<file path="src/rtl/mux_rr_arbiter.sv">
// Round-robin arbiter in front of the shared 8:1 single-bit mux.
// Picks one requester, drives the mux select for it, registers data[sel]
// as a valid stream and forces a release after MAX_HOLD cycles when others wait.
//
// state   | meaning
// --------+-----------------------------------------------------------
// ST_IDLE | no grant held; next edge arbitrates among req from ptr
// ST_GRANT| grant held by sel; Y streams data[sel] one cycle later
module mux_rr_arbiter #(
  parameter int N        = 8,
  parameter int SEL_W    = 3,
  parameter int MAX_HOLD = 16
) (
  input  logic             clk,
  input  logic             rst,
  input  logic [N-1:0]     req,
  input  logic [N-1:0]     data,
  output logic [SEL_W-1:0] sel,
  output logic [N-1:0]     gnt,
  output logic             busy,
  output logic             Y,
  output logic             valid
);

  typedef enum logic {ST_IDLE, ST_GRANT} state_t;

  // hold_cnt saturates at 255, so the compare still fires once the limit is passed
  localparam logic [7:0] HOLD_LIMIT = 8'(MAX_HOLD - 1);

  state_t           state_q, state_d;
  logic [SEL_W-1:0] ptr_q, ptr_d;
  logic [SEL_W-1:0] sel_q, sel_d;
  logic [N-1:0]     gnt_q, gnt_d;
  logic [7:0]       hold_cnt_q, hold_cnt_d;
  logic             busy_q, busy_d;
  logic             y_q, y_d;
  logic             valid_q, valid_d;

  logic [SEL_W-1:0] win_idx;
  logic [SEL_W-1:0] scan_idx;
  logic             win_found;
  logic             release_now;

  // Rotating priority scan: first set request at ptr, ptr+1, ... (mod N)
  always_comb begin
    win_idx   = ptr_q;
    win_found = 1'b0;
    scan_idx  = ptr_q;
    for (int i = 0; i < N; i++) begin
      scan_idx = ptr_q + SEL_W'(i);
      if (!win_found && req[scan_idx]) begin
        win_idx   = scan_idx;
        win_found = 1'b1;
      end
    end
  end

  // Release when the grantee drops its request or it has used up its turn under contention
  always_comb begin
    release_now = !req[sel_q] || ((hold_cnt_q >= HOLD_LIMIT) && (|(req & ~gnt_q)));
  end

  // Next-state and registered-output computation
  always_comb begin
    state_d    = state_q;
    ptr_d      = ptr_q;
    sel_d      = sel_q;
    gnt_d      = gnt_q;
    hold_cnt_d = hold_cnt_q;
    busy_d     = busy_q;
    y_d        = y_q;
    valid_d    = valid_q;
    case (state_q)
      ST_IDLE: begin
        valid_d = 1'b0;
        if (win_found) begin
          sel_d      = win_idx;
          gnt_d      = N'(1) << win_idx;
          busy_d     = 1'b1;
          hold_cnt_d = 8'd0;
          state_d    = ST_GRANT;
        end
      end
      ST_GRANT: begin
        hold_cnt_d = (hold_cnt_q == 8'hFF) ? hold_cnt_q : hold_cnt_q + 8'd1;
        if (release_now) begin
          // Y keeps its last value and sel keeps pointing at the old grantee
          gnt_d   = '0;
          busy_d  = 1'b0;
          valid_d = 1'b0;
          ptr_d   = sel_q + SEL_W'(1);
          state_d = ST_IDLE;
        end else begin
          y_d     = data[sel_q];
          valid_d = 1'b1;
        end
      end
      default: state_d = ST_IDLE;
    endcase
  end

  // State and output registers with synchronous reset
  always_ff @(posedge clk) begin
    if (rst) begin
      state_q    <= ST_IDLE;
      ptr_q      <= '0;
      sel_q      <= '0;
      gnt_q      <= '0;
      hold_cnt_q <= 8'd0;
      busy_q     <= 1'b0;
      y_q        <= 1'b0;
      valid_q    <= 1'b0;
    end else begin
      state_q    <= state_d;
      ptr_q      <= ptr_d;
      sel_q      <= sel_d;
      gnt_q      <= gnt_d;
      hold_cnt_q <= hold_cnt_d;
      busy_q     <= busy_d;
      y_q        <= y_d;
      valid_q    <= valid_d;
    end
  end

  assign sel   = sel_q;
  assign gnt   = gnt_q;
  assign busy  = busy_q;
  assign Y     = y_q;
  assign valid = valid_q;

endmodule
</file>
<file path="config.mk">
export PLATFORM = sky130hd
export DESIGN_NAME = mux_rr_arbiter
export DESIGN_NICKNAME = d
export VERILOG_FILES = /design/src/rtl/mux_rr_arbiter.sv
export SDC_FILE = /design/constraint.sdc
export NUM_CORES = 1
export LEC_CHECK = 0
export ABC_AREA = 0
export ABC_CLOCK_PERIOD_IN_PS = 4510
export BUFFER_PORTS_ARGS = -buffer_cell sky130_fd_sc_hd__buf_2
export CORE_ASPECT_RATIO = 1.25
export CORE_MARGIN = 4
export CORE_UTILIZATION = 45
export CTS_CLUSTER_DIAMETER = 120
export DETAILED_ROUTE_END_ITERATION = 8
export GPL_ROUTABILITY_DRIVEN = 0
export PLACE_DENSITY = 0.69
export SETUP_SLACK_MARGIN = 0.1
export SLEW_MARGIN = 20
export SYNTH_ARGS = -nofsm -noshare
export SYNTH_HDL_FRONTEND = slang
export SYNTH_SLANG_ARGS = --single-unit
</file>
<file path="constraint.sdc">
create_clock -name clk -period 4.51 [get_ports clk]
set_input_delay 1.353 -clock clk [delete_from_list [all_inputs] [get_ports clk]]
set_output_delay 1.353 -clock clk [all_outputs]
set_load 0.1 [all_outputs]
</file>
* Yosys cells after proc, flatten, opt, wreduce, memory -nomap -nowiden
Cells that the tools add are included.
Storage, ports and cells: input bits 18, word-level logic and storage cells 107, register bits after elaboration 26
Cells by class: order comparisons 10, shifts and indexed selects 1, reduce and logical (&&, ||, !) cells 23, bitwise logic cells 4, $add $sub $neg 9, equal/unequal tests 4, multiplexer cells 48
Operator list (number):
- 3-bit by 4-bit less-than comparator with 1-bit output (second input constant) | 9
- 8-bit two-way mux | 4
- 8-bit one-hot mux with 2 select lines | 2
- 1-bit binary-select mux with 3-bit select | 10
- 1-bit two-way mux | 22
- 3-bit two-way mux | 7
- 3-bit adder (second input constant) | 4
- 2-bit AND reduction | 5
- 8-bit by 1-bit adder with 8-bit output (second input constant) | 1
- 8-bit bitwise AND | 1
- 8-bit == test (second input constant) | 1
- 8-bit by 4-bit >= comparator with 1-bit output (second input constant) | 1
- 1-bit logical AND | 8
- 1-bit logical NOT | 8
- 8-bit inverter | 1
- 8-bit OR reduction | 1
- 1-bit by 3-bit left shift with 8-bit output (first input constant) | 1
- 3-bit by 1-bit adder with 3-bit output (second input constant) | 2
- 3-bit by 2-bit adder with 3-bit output (second input constant) | 2
- 1-bit one-hot mux with 2 select lines | 3
- 2-bit != test (second input constant) | 2
- 2-bit by 1-bit != test with 1-bit output (second input constant) | 1
- 1-bit inverter | 2
- 1-bit logical OR | 1

* Depth between registers and ports, before layout
Gate-level depths: netlist of the first run.
depth in word-level cells 27, gate-level depth with buffers 14, gate-level depth less buffers 9

* Worst setup path after synthesis of the first run
No wires, ideal clock.
kind input-to-reg, start input port req[5], end register gnt_q[1], in the netlist gnt[1], data arrival time 3.294 ns, stages on the path 7, setup time 0.087 ns, path slack 1.129 ns, buffers on the path 0, cells stage by stage mux4_2 > mux2_2 > o21ai_1 > a21boi_1 > mux2i_1 > or4_4 > o31ai_1
On the way: cells in the longest elaborated chain, start to end 27, elaborated cells between the ends (all ways) 58, classes of those cells eq/ne (2); shift (1); mux (35); bitwise (1); reduce/logical (19)
RTL lines:
- from (decl) | RTL line 16 | input logic [N-1:0] req,
- 1-bit binary-select mux with 3-bit select | RTL line 51 | if (!win_found && req[scan_idx]) begin
- 1-bit two-way mux (not written as such) | RTL line 51
- 1-bit two-way mux | RTL line 51
- 1-bit logical NOT | RTL line 51
- 1-bit logical AND | RTL line 51
- 1-bit two-way mux | RTL line 51
- 1-bit logical NOT | RTL line 51
- 1-bit logical AND | RTL line 51
- (+11 left out)
- 1-bit logical AND | RTL line 51
- 1-bit two-way mux | RTL line 51
- 1-bit logical NOT | RTL line 51
- 1-bit logical AND | RTL line 51
- 3-bit two-way mux | RTL line 51
- 1-bit by 3-bit left shift with 8-bit output | RTL line 78 | gnt_d = N'(1) << win_idx;
- 8-bit two-way mux | RTL line 76 | if (win_found) begin
- 8-bit one-hot mux with 2 select lines | RTL line 73 | case (state_q)
- to (signal assigned) | RTL line 117 | gnt_q <= gnt_d;
- to (decl) | RTL line 33 | logic [N-1:0] gnt_q, gnt_d;
Parallel ways exist; a longest one is shown, timed or not. The select of a mux whose other input is x is not followed. A chain may end at the register's enable or synchronous reset.

* Final worst setup path of the first run
start input port req[4], end register gnt_q[6], in the netlist gnt[6]
The elaborated chain is that of the path after synthesis.

==> results of run 1 <==
-- worst max-delay path, cell delays in order --
cell and delay, ps:
sky130_fd_sc_hd__buf_2 150, sky130_fd_sc_hd__mux4_2 550, sky130_fd_sc_hd__mux2_2 340, sky130_fd_sc_hd__nor4bb_1 430, sky130_fd_sc_hd__a41o_1 500, sky130_fd_sc_hd__and3b_1 400, sky130_fd_sc_hd__nand2_1 90, sky130_fd_sc_hd__o31ai_1 80
-- final cells by class --
class / instances / area, um^2
Inverter: 9 / 33.8
Tap cell: 60 / 75.1
Multi-Input combinational cell: 194 / 1550
Clock buffer: 4 / 55.1
Fill cell: 447 / 2260
Timing Repair Buffer: 37 / 200
Sequential cell: 26 / 520
-- cell families after synthesis --
group | Yosys count | synth area share
compound gates | 62 | 0.195
xor+xnor | 7 | 0.0281
fa+ha+maj | 4 | 0.0230
buf+inv | 22 | 0.0511
flops | 26 | 0.239
mux | 36 | 0.274
simple gates | 85 | 0.190
-- state kept, by name (all words and copies together), names as in the netlist --
name	flops
Y	1
busy	1
gnt	8
hold_cnt_q	8
ptr_q	3
sel	3
state_q	1
valid	1
-- cells in the final DEF (no fill, tap or decap), types with 5 or more instances in the layout --
| cell type | synthesis | final |
|---|---|---|
| sky130_fd_sc_hd__a211oi_1 | 5 | 5 |
| sky130_fd_sc_hd__inv_1 | 7 | 7 |
| sky130_fd_sc_hd__o21ai_1 | 5 | 5 |
| sky130_fd_sc_hd__o21ai_0 | 8 | 8 |
| sky130_fd_sc_hd__nand2_1 | 29 | 29 |
| sky130_fd_sc_hd__nor2_1 | 20 | 20 |
| sky130_fd_sc_hd__mux4_2 | 17 | 17 |
| sky130_fd_sc_hd__a21oi_1 | 13 | 13 |
| sky130_fd_sc_hd__nand3_1 | 8 | 8 |
| sky130_fd_sc_hd__buf_2 | 2 | 31 |
| sky130_fd_sc_hd__xor2_1 | 5 | 5 |
| sky130_fd_sc_hd__nor2b_1 | 7 | 7 |
| sky130_fd_sc_hd__dfxtp_1 | 26 | 26 |
| sky130_fd_sc_hd__o31ai_1 | 9 | 9 |
| sky130_fd_sc_hd__and2_1 | 5 | 5 |
| sky130_fd_sc_hd__mux2i_1 | 14 | 14 |
| sky130_fd_sc_hd__buf_4 | 1 | 6 |
-- power by group through the flow --
stage | Combinational, mW | Sequential (mW) | Clock [mW]
global placement | 0.786 | 0.317 | 0
finish | 0.797 | 0.310 | 0.149
detailed placement | 0.791 | 0.316 | 0
global route | 0.861 | 0.318 | 0.162
CTS | 0.794 | 0.311 | 0.151
floorplan | 0.486 | 0.475 | 0
-- per-stage QoR --
stage                     instance area [um^2]  setup slack (ps)
after global placement                    2380               538
after floorplan                           2180              1130
after CTS                                 2430               760
after global routing                      2430               601
final                                     2430               765
after detailed placement                  2380               486
-- per-layer routing --
metal,share of wire,up-vias,wire (um)
met4,0.019,0,107
met5,0,-,0
met1,0.40,969,2260
met3,0.021,10,118
li1,-,977,-
met2,0.55,39,3100
-- synth_stat cells, types with 2 or more instances --
cell / number / area share
sky130_fd_sc_hd__mux4_2: 17 / 0.18
sky130_fd_sc_hd__xor2_1: 5 / 0.020
sky130_fd_sc_hd__inv_1: 7 / 0.012
sky130_fd_sc_hd__and3_1: 2 / 0.0057
sky130_fd_sc_hd__and2_1: 5 / 0.014
sky130_fd_sc_hd__ha_1: 4 / 0.023
sky130_fd_sc_hd__nand2_1: 29 / 0.050
sky130_fd_sc_hd__a311oi_1: 3 / 0.012
sky130_fd_sc_hd__o21ai_0: 8 / 0.018
sky130_fd_sc_hd__a31oi_1: 3 / 0.0086
sky130_fd_sc_hd__nor2b_1: 7 / 0.020
sky130_fd_sc_hd__nand3_1: 8 / 0.018
sky130_fd_sc_hd__o21a_1: 2 / 0.0069
sky130_fd_sc_hd__o21ai_1: 5 / 0.011
sky130_fd_sc_hd__o31ai_1: 9 / 0.031
sky130_fd_sc_hd__dfxtp_1: 26 / 0.24
sky130_fd_sc_hd__buf_6: 3 / 0.016
sky130_fd_sc_hd__nor2_1: 20 / 0.034
sky130_fd_sc_hd__clkbuf_1: 7 / 0.012
sky130_fd_sc_hd__mux2_2: 2 / 0.010
sky130_fd_sc_hd__inv_2: 2 / 0.0034
sky130_fd_sc_hd__a2111oi_0: 2 / 0.0080
sky130_fd_sc_hd__mux2i_1: 14 / 0.064
sky130_fd_sc_hd__nand2b_1: 3 / 0.0086
sky130_fd_sc_hd__a211oi_1: 5 / 0.017
sky130_fd_sc_hd__xnor2_1: 2 / 0.0080
sky130_fd_sc_hd__nor3_1: 3 / 0.0069
sky130_fd_sc_hd__a21oi_1: 13 / 0.030
sky130_fd_sc_hd__buf_2: 2 / 0.0046
-- how the worst max path moves through the flow --
| stage | start | end | slack [ps] |
|---|---|---|---|
| 2_1_floorplan | req[5] | gnt[1] | 1130 |
| 3_3_place_gp | req[1] | gnt[3] | 540 |
| 3_5_place_dp | req[1] | gnt[6] | 490 |
| 4_1_cts | req[1] | gnt[6] | 760 |
| 5_1_grt | req[1] | gnt[6] | 600 |
| 6_report | req[4] | gnt[6] | 760 |
==> impl_results.rst, run 1 <==
.. list-table::
   :header-rows: 1

   * - Metric
     - Value
   * - Result of the run
     - finished clean
   * - Vias in the first global route
     - 2000
   * - Deepest level of the CTS H-tree
     - 1
   * - Combinational share of power
     - 0.635
   * - Worst Min Path Start
     - busy
   * - Post-synthesis area per instance
     - ~9 um^2
   * - FF+latch count, synth
     - 26
   * - Critical path class
     - in2reg
   * - Clock Power Share
     - 0.119
   * - Synthesized netlist net count
     - about 260
   * - NetSw
     - 0.635 mW
   * - Maximum vdd ir drop
     - 0.231 mV
   * - Global routing usage summed across all routing layers
     - 0.194
   * - Hold Path Stages
     - 2
   * - Iteration-0 DRC count of the detailed router
     - 178
   * - Hold Worst Slack
     - 470 ps
   * - TritonCTS buffer count
     - 3
   * - Number of cells in the design after placement
     - 326
   * - Sum of negative setup slack
     - 0 ps
   * - Critical Path RT
     - 4690 ps
   * - Max Cap Violations
     - 0
   * - Port bufs
     - 31
   * - Total Nets Final
     - 293
   * - Standard cell core area
     - ~4700 um^2
   * - R2R Path End
     - gnt[6]
   * - Final worst-path cycle share
     - 0.830
   * - Routed length per instance
     - 16.9 um
   * - Reg2Reg Launch Point
     - ptr_q[0]
   * - Total iterations of the first detailed-routing run
     - 4
   * - Clock Latency Late Sink
     - 270 ps
   * - Register share of total power
     - 0.247
   * - Final routed DRC violation total
     - 0
   * - CTS hold repair buffers
     - 0
   * - Transition time at the pin with the least slew margin
     - 699 ps
   * - Setup repair after global routing missed its margin
     - no
   * - Peak Freq
     - roughly 0.27 GHz
   * - Number of gates resized after cts
     - 0
   * - GR met2 Demand/Resource
     - 0.358
   * - Area Growth Syn to Fin
     - 11.6%
   * - Initial antenna violation count
     - 0
   * - Antenna Diode Count
     - 0
   * - Die area
     - 6030 um^2
   * - Hold Violations, Final
     - 0
   * - Core occupancy in the finished layout
     - 0.518
   * - Sequential-to-total area share from yosys stat
     - 0.239
   * - Reg clk slew, reported paths
     - 90 ps
   * - Length in cells of the worst reg-to-reg path
     - 11
   * - Ys Warns
     - 0
   * - Std cell rows
     - 28
   * - Data arrival time at the worst-slack endpoint
     - about 3900 ps
   * - Share of post-route cells with drive strength above 1
     - 0.244
   * - Starting utilization of the core area
     - 0.464
   * - Flop2flop setup slack
     - 890 ps
   * - Count of placed standard cells in the final layout, fillers left out
     - 330
   * - Slew HR
     - 0.534
   * - Share of total power consumed by net switching
     - 0.505
   * - Wire length of the first global-routing pass
     - around 9.6 mm
   * - Post-detail-place hpwl
     - 4.35 mm
   * - Floorplan die height
     - around 86 um
   * - Total Power Consumption
     - 1.26 mW
   * - Min-Delay Path Class
     - reg2reg
   * - Number of ports placed on the die boundary
     - 32
   * - Post-synthesis instance total
     - 242
   * - WHS Endpoint
     - busy
   * - Pleak
     - 0.968 nW
   * - Post-layout min period
     - roughly 3700 ps
   * - Maximum number of pins on one net before global-route repair
     - 21
   * - Share of synthesized flip-flops with an asynchronous set or reset
     - 0
   * - Die extent in x
     - between 70 and 80 um
   * - Post-synth cell types
     - 53
   * - Cell at the root of the clock tree
     - sky130_fd_sc_hd__clkbuf_8
   * - Global routing usage on met1
     - 0.233
   * - P_int
     - 0.621 mW
   * - Crit Path Max Fanout
     - 13
   * - CTS sink cnt
     - 26
   * - Post-synth EDFFs
     - 0
   * - Netlist area before placement
     - 2180 um^2
   * - Most used flip-flop cell after synthesis
     - sky130_fd_sc_hd__dfxtp_1
   * - Power density normalized to cell area
     - around 520 nW/um^2
   * - Startpoint kind of the worst setup timing path
     - input port
   * - Most used routing layer in global routing
     - met2
   * - CTS tree
     - built
   * - Max clock buf depth
     - 2
   * - Final global-route overflow total
     - 0
   * - Sort of element at the end of the critical path
     - register
   * - Final Max Tran Viols
     - 0
   * - Setup Viol. Count Final
     - 0
   * - Wire length reported by the detailed router
     - 5.59 mm
   * - Antenna-violating nets left
     - 0
   * - Average vias per placed instance
     - 6.05
   * - Number of setup buffers added after CTS
     - 0
   * - Maximum clock skew at final layout
     - 1.96 ps
   * - Global Route met3 Usage
     - 0.0188
   * - Via count of the routed design
     - 1995
No activity file was read; power rests on OpenSTA's default activity.
==> run 2, diff against run 1 <==
--- a/config.mk
+++ b/config.mk
@@ -5,8 +5,8 @@
 export SDC_FILE = /design/constraint.sdc
 export NUM_CORES = 1
 export LEC_CHECK = 0
-export ABC_AREA = 0
-export ABC_CLOCK_PERIOD_IN_PS = 4510
+export ABC_AREA = 1
+export ABC_CLOCK_PERIOD_IN_PS = 3340
 export BUFFER_PORTS_ARGS = -buffer_cell sky130_fd_sc_hd__buf_2
 export CORE_ASPECT_RATIO = 1.25
 export CORE_MARGIN = 4
@@ -14,7 +14,7 @@
 export CTS_CLUSTER_DIAMETER = 120
 export DETAILED_ROUTE_END_ITERATION = 8
 export GPL_ROUTABILITY_DRIVEN = 0
-export PLACE_DENSITY = 0.69
+export PLACE_DENSITY = 0.72
 export SETUP_SLACK_MARGIN = 0.1
 export SLEW_MARGIN = 20
 export SYNTH_ARGS = -nofsm -noshare
==> constraint.sdc (replaced) <==
create_clock -name clk -period 3.34 [get_ports clk]
set_input_delay 1.002 -clock clk [delete_from_list [all_inputs] [get_ports clk]]
set_output_delay 1.002 -clock clk [all_outputs]
set_load 0.1 [all_outputs]
==> run 2 against run 1 <==
  * Worst hold slack better by 6.5 ps
  * Synthesized area is 7.4% lower
  * Clock power is 78% higher
  * Core utilization is 3.6 points higher
  * Global-route usage is 0.14 points lower
  * Die area is 6.6% lower
  * Combinational power is 110% higher
  * Worst setup slack worse by 93 ps
  * Largest power group unchanged
==> impl_results.rst, run 2 <==
.. list-table::
   :header-rows: 1

   * - Metric
     - Value
   * - Top cells by instance count after synthesis
     - 82 x sky130_fd_sc_hd__nand2_1, 40 x sky130_fd_sc_hd__nand3_1, 33 x sky130_fd_sc_hd__inv_1, 30 x sky130_fd_sc_hd__nor2_1, 26 x sky130_fd_sc_hd__dfxtp_1
   * - Die area
     - 5630 um^2 (-6.6%)
   * - Deepest level of the CTS H-tree
     - 1 (unchanged)
   * - Critical Path RT
     - 3560 ps (-1130 ps)
   * - Iteration-0 DRC count of the detailed router
     - 127 (-29%)
   * - Total iterations of the first detailed-routing run
     - 4 (unchanged)
   * - Share of synthesized flip-flops with an asynchronous set or reset
     - 0 (unchanged)
   * - Post-detail-place hpwl
     - 4.23 mm (-2.7%)
   * - Setup Viol. Count Final
     - 0 (unchanged)
   * - Pleak
     - 1.10 nW (+13%)
   * - Sort of element at the end of the critical path
     - register
   * - Pre-CTS WS
     - 457 ps (-29.2 ps)
   * - Routed length per instance
     - 12.9 um (-24%)
   * - Library cell contributing the largest single delay on the critical path
     - sky130_fd_sc_hd__dfxtp_1
   * - Std cell rows
     - 26 (-7.1%)
   * - Final worst-path cycle share
     - 0.799
   * - Hold Violations, Final
     - 0 (unchanged)
   * - Port bufs
     - 31 (unchanged)
   * - Slew HR
     - 0.647 (+0.114)
   * - Core occupancy in the finished layout
     - 0.554 (+0.0361)
   * - Post-synthesis area per instance
     - 6.37 um^2 (-29%)
   * - Transition time at the pin with the least slew margin
     - 525 ps (-174 ps)
   * - Post-layout min period
     - 2670 ps
   * - Vias in the first global route
     - 1952 (-2.4%)
   * - Maximum clock skew at final layout
     - 6.70 ps (+4.74 ps)
   * - Antenna Diode Count
     - 0 (unchanged)
   * - Post-route cell area
     - 2320 um^2 (-4.4%)
   * - Final global-route overflow total
     - 0 (unchanged)
   * - Number of setup buffers added after CTS
     - 0 (unchanged)
   * - Startpoint kind of the worst setup timing path
     - register
   * - Sum of buffers and inverters on the critical path
     - 4 (+3)
   * - Netlist area before placement
     - 2020 um^2 (-7.4%)
   * - Maximum number of pins on one net before global-route repair
     - 16 (-24%)
   * - Reg clk slew, reported paths
     - 100 ps (about the same)
   * - Most frequently used cell type in the post-synthesis netlist
     - sky130_fd_sc_hd__nand2_1
   * - Starting utilization of the core area
     - 0.481 (+0.0169)
   * - Total Nets Final
     - 376 (+28%)
   * - Hold Worst Slack
     - 476 ps (+6.52 ps)
   * - Post-synth cell types
     - 38 (-28%)
   * - Max clock buf depth
     - 2 (unchanged)
   * - Crit Path Max Fanout
     - 10 (-3)
   * - Ys Warns
     - 0 (unchanged)
   * - Top cell type's share of synthesized area
     - 0.258 (+0.0190)
   * - Share of post-route cells with drive strength above 1
     - 0.198 (-0.0461)
   * - Synthesized netlist net count
     - 339 (+28%)
   * - Standard cell core area
     - 4200 um^2 (-11%)
   * - Number of ports placed on the die boundary
     - 32 (unchanged)
   * - Wire length of the first global-routing pass
     - 8.69 mm (-9.3%)
   * - Final routed DRC violation total
     - 0 (unchanged)
   * - Most common cell after layout, fill and taps aside
     - sky130_fd_sc_hd__nand2_1
   * - Crit-path cells
     - inv_2 -> ha_1 -> inv_1 -> nand3_1 -> nand2_1 -> nand2_2 -> nand2_4 -> nand2_4 -> nor2_8 -> nand3_2 -> nor2_4 -> nand2_2 -> o21ai_4 -> inv_4 -> nor2_8 -> inv_2 -> nor2_1 -> nor2_1 -> nor2_1
   * - Top delay family on crit path
     - simple AND/OR/NAND/NOR gates
   * - Wire length reported by the detailed router
     - 5.26 mm (-5.8%)
   * - Sequential-to-total area share from yosys stat
     - 0.258 (+0.0190)
   * - Maximum vdd ir drop
     - 0.675 mV (+190%)
   * - FF+latch count, synth
     - 26 (unchanged)
   * - CTS hold repair buffers
     - 0 (unchanged)
   * - Setup repair after global routing missed its margin
     - no
   * - Post-synth EDFFs
     - 0 (unchanged)
   * - Die extent in x
     - 67.9 um (-3.3%)
   * - Average vias per placed instance
     - 5.10 (-16%)
   * - Slack of the critical path
     - 672 ps (-92.7 ps)
   * - Placed Area
     - 2250 um^2 (-5.2%)
   * - Global routing usage summed across all routing layers
     - 0.192 (-0.00138)
   * - Antenna-violating nets left
     - 0 (unchanged)
   * - Sum of negative setup slack
     - 0 ps (unchanged)
   * - Cell type with the largest total area after synthesis
     - sky130_fd_sc_hd__dfxtp_1
   * - Post-synthesis instance total
     - 317 (+31%)
   * - Area Growth Syn to Fin
     - 15.2%
   * - Most used flip-flop cell after synthesis
     - sky130_fd_sc_hd__dfxtp_1
   * - Stage delay of the slowest cell on the critical path
     - 350 ps (-200 ps)
   * - Via count of the routed design
     - 2087 (+4.6%)
   * - TritonCTS buffer count
     - 3 (unchanged)
   * - Most frequent cells in the layout
     - 82 x sky130_fd_sc_hd__nand2_1, 40 x sky130_fd_sc_hd__nand3_1, 33 x sky130_fd_sc_hd__inv_1
   * - CTS sink cnt
     - 26 (unchanged)
   * - Data arrival time at the worst-slack endpoint
     - 2880 ps (-1040 ps)
   * - Number of gates resized after cts
     - 0 (unchanged)
   * - Top cell by count, worst path
     - sky130_fd_sc_hd__nor2_1
   * - Cell at the root of the clock tree
     - sky130_fd_sc_hd__clkbuf_8
   * - Power density normalized to cell area
     - 1030 nW/um^2 (+99%)
   * - Critical path class
     - reg2reg
   * - Min-Delay Path Class
     - reg2reg
   * - Clock Latency Late Sink
     - 270 ps (about the same)
   * - Max Cap Violations
     - 0 (unchanged)
   * - Result of the run
     - finished clean
   * - Peak Freq
     - 0.375 GHz
   * - CTS tree
     - built
   * - Dominant cells by area after synthesis
     - sky130_fd_sc_hd__dfxtp_1 26%, sky130_fd_sc_hd__nand2_1 15%, sky130_fd_sc_hd__nand3_1 9.9%
   * - Floorplan die height
     - 82.9 um (-3.4%)
   * - Initial antenna violation count
     - 0 (unchanged)
   * - Final Max Tran Viols
     - 0 (unchanged)
run 2: cell count changes in the layout (fill, tap and decap cells not counted), sizes merged, moves of 5 or more:
cell | previous run | this run
nor2b | 7 | 0
and2 | 5 | 0
nand3 | 8 | 43
inv | 9 | 38
mux4 | 18 | 0
a21oi | 13 | 20
nand2 | 29 | 99
mux2i | 15 | 2
nor2 | 20 | 33
o31ai | 9 | 1
run 2: per-layer routing:
| layer | track usage | part of all wire | up-vias |
|---|---|---|---|
| li1 | - | - | 1112 |
| met1 | 0.227 | 0.43 | 915 |
| met2 | 0.349 | 0.50 | 50 |
| met3 | 0.0203 | 0.046 | 10 |
| met4 | 0.0597 | 0.015 | 0 |
| met5 | 0 | 0 | - |
run 2: worst min-delay path, cell delays in order, from the launching register on:
cell                      delay, ps
sky130_fd_sc_hd__dfxtp_1        320
sky130_fd_sc_hd__nand2_1         60
sky130_fd_sc_hd__a21oi_1         60
run 2: worst paths after layout:
check            from      to  slack [ps]  cells after the start
max reg2reg  ptr_q[0]  gnt[2]         670                     19
min                 Y       Y         480                      2
max          ptr_q[0]  gnt[2]         670                     19
min reg2reg         Y       Y         480                      2
run 2: logic make-up (layout without fill, tap and decap cells):
| family | after synthesis | after routing | share of synthesized area |
|---|---|---|---|
| xor+xnor | 8 | 8 | 0.0384 |
| mux | 2 | 2 | 0.00992 |
| simple gates | 185 | 185 | 0.440 |
| flops | 26 | 26 | 0.258 |
| buf+inv | 44 | 80 | 0.0893 |
| fa+ha+maj | 4 | 4 | 0.0248 |
| compound gates | 48 | 48 | 0.140 |
run 2: stage by stage:
stage               power (mW)  std cells
finish                    2.39        409
global route              2.58        409
CTS                       2.40        409
detailed placement        2.12        405
global placement          2.11        405
floorplan                 1.80        317
run 2: layout make-up:
type | instances | area, um^2
inverters | 40 | 153
well taps | 56 | 70.1
flip-flops and latches | 26 | 520
fillers | 429 | 1870
multi-input cells | 247 | 1320
repair buffers | 36 | 193
clock inverters | 1 | 30.0
clock buffers | 3 | 41.3
run 2: power by group:
| part | switching, mW | internal [mW] | total [mW] |
|---|---|---|---|
| combinational | 1.22 | 0.458 | 1.67 |
| clock | 0.104 | 0.160 | 0.265 |
| sequential | 0.0727 | 0.378 | 0.450 |
==> run 3, diff against run 2 <==
--- a/config.mk
+++ b/config.mk
@@ -6,7 +6,7 @@
 export NUM_CORES = 1
 export LEC_CHECK = 0
 export ABC_AREA = 1
-export ABC_CLOCK_PERIOD_IN_PS = 3340
+export ABC_CLOCK_PERIOD_IN_PS = 2700
 export BUFFER_PORTS_ARGS = -buffer_cell sky130_fd_sc_hd__buf_2
 export CORE_ASPECT_RATIO = 1.25
 export CORE_MARGIN = 4
@@ -14,7 +14,7 @@
 export CTS_CLUSTER_DIAMETER = 120
 export DETAILED_ROUTE_END_ITERATION = 8
 export GPL_ROUTABILITY_DRIVEN = 0
-export PLACE_DENSITY = 0.72
+export PLACE_DENSITY = 0.7
 export SETUP_SLACK_MARGIN = 0.1
 export SLEW_MARGIN = 20
 export SYNTH_ARGS = -nofsm -noshare
==> constraint.sdc (replaced) <==
create_clock -name clk -period 2.7 [get_ports clk]
set_input_delay 0.81 -clock clk [delete_from_list [all_inputs] [get_ports clk]]
set_output_delay 0.81 -clock clk [all_outputs]
set_load 0.1 [all_outputs]
==> run 3 against run 2 <==
  * Non-clock buffer count up 11
  * Power up 32%
  * Sequential share of layout area down 1.3 points
  * Worst hold slack about the same
  * Clock-buffer cell count up 1
  * Via count up 5.9%
  * Largest power group unchanged
  * Flip-flop and latch count unchanged
  * Final cell count up 2.7%
  * First-iteration DRC count up 39%
  * Critical path depth unchanged
  * Routed wire length up 5.5%
  * Design area up 6.8%
==> impl_results.rst, run 3 (synthesis results as in run 2) <==
.. list-table::
   :header-rows: 1

   * - Metric
     - Value
   * - Pleak
     - 1.15 nW (+4.8%)
   * - Final Max Tran Viols
     - 0 (unchanged)
   * - Reg clk slew, reported paths
     - 90 ps (about the same)
   * - Clock Power Share
     - 0.081 (-0.030)
   * - Critical path class
     - reg2reg
   * - Wire length of the first global-routing pass
     - 9.03 mm (+3.8%)
   * - Crit Path Max Fanout
     - 8 (-2)
   * - Port bufs
     - 31 (unchanged)
   * - Final global-route overflow total
     - 0 (unchanged)
   * - Hold Worst Slack
     - 477 ps (+0.478 ps)
   * - Sort of element at the end of the critical path
     - register
   * - Share of total power consumed by net switching
     - 0.580 (-0.00287)
   * - Post-layout min period
     - 2440 ps (-231 ps)
   * - Starting utilization of the core area
     - 0.481 (unchanged)
   * - Most frequent cells in the layout
     - 78 x sky130_fd_sc_hd__nand2_1, 38 x sky130_fd_sc_hd__nand3_1, 32 x sky130_fd_sc_hd__inv_1
   * - Global routing usage summed across all routing layers
     - 0.201 (+0.00869)
   * - Setup repair after global routing missed its margin
     - yes
   * - Final worst-path cycle share
     - 0.903 (+0.104)
   * - Via count of the routed design
     - 2210 (+5.9%)
   * - Die area
     - 5630 um^2 (unchanged)
   * - Routed length per instance
     - 13.2 um (+2.7%)
   * - Sum of negative setup slack
     - 0 ps (unchanged)
   * - Share of post-route cells with drive strength above 1
     - 0.255 (+0.0572)
   * - Min-Delay Path Class
     - reg2reg
   * - Max clock buf depth
     - 2 (unchanged)
   * - Peak Freq
     - 0.410 GHz (+9.5%)
   * - Final routed DRC violation total
     - 0 (unchanged)
   * - Floorplan die height
     - 82.9 um (unchanged)
   * - Initial antenna violation count
     - 0 (unchanged)
   * - Vias in the first global route
     - 2031 (+4.0%)
   * - Setup Viol. Count Final
     - 0 (unchanged)
   * - TritonCTS buffer count
     - 3 (unchanged)
   * - Transition time at the pin with the least slew margin
     - 699 ps (+174 ps)
   * - Power density normalized to cell area
     - 1270 nW/um^2 (+23%)
   * - Critical Path RT
     - 2910 ps (-650 ps)
   * - Average vias per placed instance
     - 5.26 (+3.1%)
   * - Startpoint kind of the worst setup timing path
     - register
   * - Iteration-0 DRC count of the detailed router
     - 176 (+39%)
   * - Area Growth Syn to Fin
     - 23.1%
   * - CTS tree
     - built
   * - Maximum number of pins on one net before global-route repair
     - 16 (unchanged)
   * - Register share of total power
     - 0.173 (-0.015)
   * - Slew HR
     - 0.532 (-0.115)
   * - Standard cell core area
     - 4200 um^2 (unchanged)
   * - Core occupancy in the finished layout
     - 0.592 (+0.0379)
   * - Max Cap Violations
     - 0 (unchanged)
   * - Hold Violations, Final
     - 0 (unchanged)
   * - Number of ports placed on the die boundary
     - 32 (unchanged)
   * - Die extent in x
     - 67.9 um (unchanged)
   * - Maximum vdd ir drop
     - 0.632 mV (-6.5%)
   * - Post-detail-place hpwl
     - 4.28 mm (+1.1%)
   * - Start point of the critical path
     - ptr_q[0]
   * - Combinational share of power
     - 0.746 (+0.045)
   * - CTS sink cnt
     - 26 (unchanged)
   * - Wire length reported by the detailed router
     - 5.55 mm (+5.5%)
   * - Most common cell after layout, fill and taps aside
     - sky130_fd_sc_hd__nand2_1
   * - Data arrival time at the worst-slack endpoint
     - 2650 ps (-230 ps)
   * - Maximum clock skew at final layout
     - 8.48 ps (+1.78 ps)
   * - Placed Area
     - 2300 um^2 (+2.1%)
   * - Clock Latency Late Sink
     - 280 ps (about the same)
   * - Std cell rows
     - 26 (unchanged)
   * - Result of the run
     - finished clean
   * - Reg2Reg Launch Point
     - ptr_q[0]
   * - Cell at the root of the clock tree
     - sky130_fd_sc_hd__clkbuf_8
   * - Deepest level of the CTS H-tree
     - 1 (unchanged)
   * - Total iterations of the first detailed-routing run
     - 4 (unchanged)
   * - Post-route cell area
     - 2480 um^2 (+6.8%)
   * - NetSw
     - 1.83 mW (+31%)
   * - Antenna Diode Count
     - 0 (unchanged)
   * - P_int
     - 1.32 mW (+33%)
   * - Worst Min Path Start
     - Y
   * - Total Nets Final
     - 387 (+2.9%)
   * - Antenna-violating nets left
     - 0 (unchanged)
   * - Total Power Consumption
     - 3.15 mW (+32%)
   * - Count of fill cells added during filler insertion
     - 408 (-4.9%)
## run 3: critical path, stage by stage (launching register included)
cell	delay [ps]
sky130_fd_sc_hd__dfxtp_2	340
sky130_fd_sc_hd__buf_4	150
sky130_fd_sc_hd__buf_4	170
sky130_fd_sc_hd__nand2_1	110
sky130_fd_sc_hd__nand3_2	110
sky130_fd_sc_hd__nand2_2	90
sky130_fd_sc_hd__nand2_2	60
sky130_fd_sc_hd__nand2_4	80
sky130_fd_sc_hd__nand2_4	60
sky130_fd_sc_hd__nor2_8	110
sky130_fd_sc_hd__nand3_4	80
sky130_fd_sc_hd__nor2_4	150
sky130_fd_sc_hd__nand2_2	90
sky130_fd_sc_hd__o21ai_4	250
sky130_fd_sc_hd__inv_4	90
sky130_fd_sc_hd__nor2_8	140
sky130_fd_sc_hd__inv_2	50
sky130_fd_sc_hd__nor2_1	80
sky130_fd_sc_hd__nor2_1	50
sky130_fd_sc_hd__nor2_1	80
## run 3: metal layers
metal | track usage | up-vias | part of all wire
li1 | - | 1139 | -
met4 | 0.0814 | 0 | 0.020
met3 | 0.0230 | 10 | 0.034
met2 | 0.354 | 45 | 0.52
met1 | 0.237 | 1016 | 0.42
met5 | 0 | - | 0
## run 3: layout make-up
cell class                      count  area [um^2]  area share
Sequential cell                    26          523       0.211
Tap cell                           56         70.1      0.0282
Clock buffer                        4         55.1      0.0222
Timing Repair Buffer               47          279       0.112
Inverter                           40          153      0.0615
Multi-Input combinational cell    247         1400       0.565
## run 3: final timing paths
check	depth (start not counted)	end	slack, ps
max	19	gnt[2]	260
max reg2reg	19	gnt[2]	260
min reg2reg	2	Y	480
min	2	Y	480
## run 3: timing repair
action	CTS	global route
buffers inserted	0	5
hold buffers	0	0
endpoints found under the setup margin	0	19
endpoints found under the hold margin	0	0
resized for setup	0	17
## run 3: power by group through the flow
stage | Combinational [mW] | Sequential [mW] | Clock (mW)
detailed placement | 2.15 | 0.551 | 0
finish | 2.35 | 0.543 | 0.255
CTS | 2.16 | 0.543 | 0.266
global placement | 2.13 | 0.551 | 0
global route | 2.56 | 0.557 | 0.273
floorplan | 1.31 | 0.919 | 0
## run 3: metrics by stage
step | setup WS [ps] | cells
4_1_cts | 207 | 415
3_5_place_dp | 47.9 | 411
5_1_grt | 18.8 | 420
3_3_place_gp | 66.2 | 411
6_report | 263 | 420
2_1_floorplan | 195 | 317
